File: src/rtl/uart_rx_pkg.sv
// uart_rx_pkg: shared constants and helpers for the UART RX front end.
//   PRESCALE_W_DEF  default width of the prescale value and of edge_cnt
//   FRAME_BITS_DEF  default bits per frame (start + 8 data + parity + stop)
//   PRESC_8/16/32   the legal oversampling ratios
//   half_prescale   H = P/2, the mid-bit edge index
//   legal_prescale  maps any prescale request onto a legal ratio (else 8)
package uart_rx_pkg;

    localparam int PRESCALE_W_DEF = 6;
    localparam int FRAME_BITS_DEF = 11;

    localparam logic [PRESCALE_W_DEF-1:0] PRESC_8  = PRESCALE_W_DEF'(8);
    localparam logic [PRESCALE_W_DEF-1:0] PRESC_16 = PRESCALE_W_DEF'(16);
    localparam logic [PRESCALE_W_DEF-1:0] PRESC_32 = PRESCALE_W_DEF'(32);

    function automatic logic [PRESCALE_W_DEF-1:0] half_prescale(
        input logic [PRESCALE_W_DEF-1:0] p
    );
        return p >> 1;
    endfunction

    function automatic logic [PRESCALE_W_DEF-1:0] legal_prescale(
        input logic [PRESCALE_W_DEF-1:0] p
    );
        case (p)
            PRESC_8, PRESC_16, PRESC_32: return p;
            default:                     return PRESC_8;
        endcase
    endfunction

endpackage

File: src/rtl/edge_bit_counter.sv
// edge_bit_counter: latches the oversampling ratio on the enable rise and
// walks edge_cnt (0..P-1) and bit_cnt (0..FRAME_BITS-1) through a frame.
//   clk, rst      oversampling clock, async active-high reset
//   enable        frame enable from the RX FSM
//   prescale      requested ratio, sampled only on the enable rise
//   active        counting this cycle (enable held since a fresh rise)
//   prescale_eff  ratio in force this cycle
//   edge_cnt      edge index within the current bit
//   bit_cnt       bit index within the frame
module edge_bit_counter
    import uart_rx_pkg::*;
#(
    parameter int PRESCALE_W = PRESCALE_W_DEF,
    parameter int FRAME_BITS = FRAME_BITS_DEF
) (
    input  logic                  clk,
    input  logic                  rst,
    input  logic                  enable,
    input  logic [PRESCALE_W-1:0] prescale,
    output logic                  active,
    output logic [PRESCALE_W-1:0] prescale_eff,
    output logic [PRESCALE_W-1:0] edge_cnt,
    output logic [3:0]            bit_cnt
);

    logic [PRESCALE_W-1:0] p_q;
    logic                  enable_q;
    logic                  run_q;
    logic                  rise;
    logic                  edge_last;
    logic                  bit_last;

    // enable_q resets high so an enable still held across a reset is not
    // mistaken for a rise: the next frame needs a genuine 0->1 edge.
    assign rise         = enable & ~enable_q;
    assign active       = enable & (run_q | rise);
    // On the rise cycle the new ratio is used straight away.
    assign prescale_eff = rise ? PRESCALE_W'(legal_prescale(PRESCALE_W_DEF'(prescale))) : p_q;
    assign edge_last    = (edge_cnt == prescale_eff - PRESCALE_W'(1));
    assign bit_last     = (bit_cnt == 4'(FRAME_BITS - 1));

    always_ff @(posedge clk or posedge rst) begin
        if (rst) begin
            p_q      <= PRESCALE_W'(PRESC_8);
            enable_q <= 1'b1;
            run_q    <= 1'b0;
            edge_cnt <= '0;
            bit_cnt  <= '0;
        end else begin
            enable_q <= enable;
            run_q    <= active;
            if (rise)
                p_q <= prescale_eff;
            if (!active) begin
                edge_cnt <= '0;
                bit_cnt  <= '0;
            end else if (edge_last) begin
                edge_cnt <= '0;
                bit_cnt  <= bit_last ? 4'd0 : bit_cnt + 4'd1;
            end else begin
                edge_cnt <= edge_cnt + PRESCALE_W'(1);
            end
        end
    end

endmodule

File: src/rtl/rx_edge_bit_sampler.sv
// rx_edge_bit_sampler: samples the synchronised serial line around mid-bit
// and presents one decided bit per bit period to the RX checkers.
//   clk, rst     oversampling clock, async active-high reset
//   enable       high while a frame is being received
//   rx_in        serial line (idle 1), already synchronised to clk
//   prescale     oversampling ratio (8, 16, 32; anything else acts as 8)
//   sampled_bit  decided value of the current bit
//   done         one-cycle strobe, high while edge_cnt == H+1
//   edge_cnt     edge index within the current bit
//   bit_cnt      bit index within the frame
// Build option RX_MAJORITY_VOTE_EN: when defined, the bit is the majority of
// the samples at edges H-2, H-1 and H; otherwise only the H-1 sample is used.
module rx_edge_bit_sampler
    import uart_rx_pkg::*;
#(
    parameter int PRESCALE_W = PRESCALE_W_DEF,
    parameter int FRAME_BITS = FRAME_BITS_DEF
) (
    input  logic                  clk,
    input  logic                  rst,
    input  logic                  enable,
    input  logic                  rx_in,
    input  logic [PRESCALE_W-1:0] prescale,
    output logic                  sampled_bit,
    output logic                  done,
    output logic [PRESCALE_W-1:0] edge_cnt,
    output logic [3:0]            bit_cnt
);

    logic                  active;
    logic [PRESCALE_W-1:0] prescale_eff;
    logic [PRESCALE_W-1:0] half;
    logic                  at_s1;
    logic                  at_s2;
    logic                  s1;
    logic                  vote;

    edge_bit_counter #(
        .PRESCALE_W (PRESCALE_W),
        .FRAME_BITS (FRAME_BITS)
    ) u_cnt (
        .clk          (clk),
        .rst          (rst),
        .enable       (enable),
        .prescale     (prescale),
        .active       (active),
        .prescale_eff (prescale_eff),
        .edge_cnt     (edge_cnt),
        .bit_cnt      (bit_cnt)
    );

    assign half  = PRESCALE_W'(half_prescale(PRESCALE_W_DEF'(prescale_eff)));
    assign at_s1 = active && (edge_cnt == half - PRESCALE_W'(1));
    // The third sample is rx_in itself at edge H: feeding it straight into
    // the vote keeps the output one cycle after the last sample.
    assign at_s2 = active && (edge_cnt == half);

`ifdef RX_MAJORITY_VOTE_EN
    logic at_s0;
    logic s0;

    assign at_s0 = active && (edge_cnt == half - PRESCALE_W'(2));
    assign vote  = (s0 & s1) | (s0 & rx_in) | (s1 & rx_in);

    always_ff @(posedge clk or posedge rst) begin
        if (rst)
            s0 <= 1'b1;
        else if (at_s0)
            s0 <= rx_in;
    end
`else
    assign vote = s1;
`endif

    always_ff @(posedge clk or posedge rst) begin
        if (rst)
            s1 <= 1'b1;
        else if (at_s1)
            s1 <= rx_in;
    end

    // sampled_bit holds across disabled periods; done is a single pulse.
    always_ff @(posedge clk or posedge rst) begin
        if (rst) begin
            sampled_bit <= 1'b1;
            done        <= 1'b0;
        end else begin
            done <= 1'b0;
            if (at_s2) begin
                sampled_bit <= vote;
                done        <= 1'b1;
            end
        end
    end

endmodule

File: config.mk
export PLATFORM = sky130hd
export DESIGN_NAME = rx_edge_bit_sampler
export DESIGN_NICKNAME = d
export VERILOG_FILES = /design/src/rtl/uart_rx_pkg.sv /design/src/rtl/edge_bit_counter.sv /design/src/rtl/rx_edge_bit_sampler.sv
export SDC_FILE = /design/constraint.sdc
export NUM_CORES = 1
export LEC_CHECK = 0
export ABC_AREA = 1
export CORE_MARGIN = 10
export CORE_UTILIZATION = 45
export DETAILED_ROUTE_END_ITERATION = 7
export GPL_TIMING_DRIVEN = 0
export PLACE_DENSITY = 0.76
export SYNTH_ARGS = -nofsm -noshare
export SYNTH_HDL_FRONTEND = slang
export SYNTH_SLANG_ARGS = --single-unit
File: constraint.sdc
create_clock -name clk -period 2.25 [get_ports clk]
set_input_delay 0.3375 -clock clk [delete_from_list [all_inputs] [get_ports clk]]
set_output_delay 0.3375 -clock clk [all_outputs]
set_load 0.01 [all_outputs]
==> qor.csv, run 1 <==
metric,value,unit
ys.warnings.count,0,
place.detailed.hpwl,2.43,mm
cts_tree,built,
vias,1315,
timing.final.crit_share,0.927,
critPathCaptureType,register,
cap_violations,0,
period_minus_slack,2090,ps
worstMarginPinSlew,798,ps
n_antenna_cell,0,
vias_per_cell,4.76,
final_cell_mix,"nand2_1 (62), inv_1 (28), nand3_1 (24)",
grt_pass1_wl,5.42,mm
wl,3.07,mm
clock_path_buffers,2,
drive_gt1_frac,0.138,
reg2reg_depth,12,
ys_seq_area_frac,0.363,
worstPathArrival,2300,ps
start_util,0.474,
cts-root-buf,clkbuf_4,
reg2reg_from,u_cnt.enable_q,
stdcell_area,0.00176,sq mm
numCtsBuffers,3,
criticalPathCategory,in -> reg,
grt_antenna_before_repair,0,
skew,2.80,ps
cts_hold_buffers,0,
clock_latency,320,ps
grt-ovfl-total,0,
dpl.cell_count,272,
syn-instance-count,207,
drtIter0Drc,63,
setup_viol,0,
hold_viol,0,
syn-cell-area,0.00146,sq mm
die_h,77.0,microns
vdd_drop_max,0.000343,V
grt_max_degree,22,
path_clk_slew,120,ps
syn_to_final_growth,20.8,%
cts.sinks,21,
drtAntennaViolNets,0,
place_area,0.00173,sq mm
leakage,0.928,nW
rows,20,
gp_congestion,0.802,
p_total,0.000765,W
syn_nets,222,
nets,248,
die_w,77.0,microns
h-tree-depth,1,
timing.rr.end,u_cnt.edge_cnt[0],
drc,0,
grt_pass1_vias,1182,
final_common_cell,nand2_1,
fmax,479,MHz
maxSlewHeadroom,0.468,
grt_setup_unrepaired,no,
drv_slew,0,
drt_first_pass_iters,4,
io_pins,22,
cp_data_required_time,2470,ps
syn_area_per_cell,7.05,sq um
portBuffers,21,
core,0.00308,sq mm
gr-usage-all-layers,0.108,
power_density,434,mW/mm^2
hold_path_class,in -> async,
crit_fanout,7,
ff2ff_setup_slack,190,ps
post_drt_wl_per_cell,11.1,microns
status,"complete, no violations",
synth_seq_cells,21,
final_cells,276,
die-area,0.00592,sq mm
start_kind,input port,
ys_types,25,
-- cell families (layout without fill, tap and decap cells) --
family	after synthesis	count (layout)	synth area share
simple gates	131	131	0.425
fa+ha+maj	5	5	0.0428
buf+inv	33	58	0.0848
compound gates	7	7	0.0240
xor+xnor	10	10	0.0600
flops	21	21	0.363
-- repair_timing --
| item | 4_1_cts | 5_1_grt |
|---|---|---|
| setup buffers | 0 | 0 |
| endpoints found under the setup margin | 0 | 10 |
| gates resized for setup | 0 | 4 |
-- cell type report --
class                      instances  area [sq um]
timing repair buffer              21           210
multi-input combinational        153           817
buffer                             1          3.75
inverter                          32           120
sequential                        21           531
clock inverter                     1          5.00
fill                             302          1310
tap                               44          55.1
clock buffer                       3          22.5
-- critical path, stage by stage --
cell	delay (ps)
clkdlybuf4s50_1	550
nand2_4	110
nand2_2	130
ha_1	180
inv_1	50
o21ai_2	180
inv_1	80
nand2_1	80
nand2_1	50
nand2_1	50
nand2_1	60
nor2_2	150
nand3_4	120
nand2_4	130
nor2_2	40
-- layer usage --
layer,share of wire,global-route usage,up-vias
met4,0.017,0.0446,0
met5,0,0,-
met1,0.48,0.138,592
met3,0.059,0.0303,5
met2,0.44,0.164,22
li1,-,-,696
-- synthesized netlist by cell type --
cell | count | share of area
nand2_1 | 64 | 0.16
or2_4 | 1 | 0.0060
or2_2 | 1 | 0.0043
nand2_2 | 3 | 0.013
dfstp_2 | 4 | 0.072
nand3b_1 | 2 | 0.010
dfrtp_1 | 17 | 0.29
nor2_2 | 7 | 0.030
clkbuf_1 | 1 | 0.0026
inv_1 | 28 | 0.072
xnor2_1 | 5 | 0.030
nor3_1 | 4 | 0.014
nand3_1 | 24 | 0.082
ha_1 | 5 | 0.043
o21ai_1 | 2 | 0.0069
nand3_4 | 1 | 0.012
clkinv_1 | 1 | 0.0026
nand2_4 | 3 | 0.023
nor2_1 | 16 | 0.041
nand4_1 | 4 | 0.017
xor2_1 | 5 | 0.030
a21oi_1 | 1 | 0.0034
inv_2 | 3 | 0.0077
o21ai_0 | 4 | 0.014
nor2_4 | 1 | 0.0077
-- per-stage QoR --
step / util / setup TNS, ps / hold slack, ps / setup WS, ps
after global routing: 0.573 / 0 / 497 / 2.26
after detailed placement: 0.561 / -2970 / 452 / -309
after floorplan: - / 0 / 311 / 355
after CTS: 0.570 / 0 / 470 / 19.9
final: 0.573 / 0 / 460 / 164
after global placement: 0.561 / -2690 / 452 / -284
-- power breakdown --
group	switching, W	internal, W	total [W]
sequential	0.00000971	0.000396	0.000405
clock	0.000126	0.0000666	0.000193
combinational	0.000101	0.0000659	0.000167
total	0.000237	0.000528	0.000765
-- worst max-delay path by stage --
stage	from	end	slack, ps	depth (start not counted)
3_5_place_dp	enable	u_cnt.edge_cnt[0]	-310	15
5_1_grt	u_cnt.enable_q	u_cnt.bit_cnt[0]	2	12
4_1_cts	enable	u_cnt.edge_cnt[0]	20	15
6_report	enable	u_cnt.edge_cnt[0]	160	15
2_1_floorplan	u_cnt.enable_q	u_cnt.edge_cnt[0]	360	12
3_3_place_gp	enable	u_cnt.edge_cnt[0]	-280	15
-- sequential cells by signal, indices dropped and copies added (netlist names) --
signal          flops
u_cnt.edge_cnt      6
u_cnt.p_q           6
u_cnt.bit_cnt       4
done                1
s1                  1
sampled_bit         1
u_cnt.enable_q      1
u_cnt.run_q         1
(Power assumes the default switching activity.)
==> inputs of run 2 (changes only) <==
HOLD_SLACK_MARGIN = 0.02   (was not set)
==> results of run 2 <==
Final layout, timing and power as in run 1 (identical DEF).
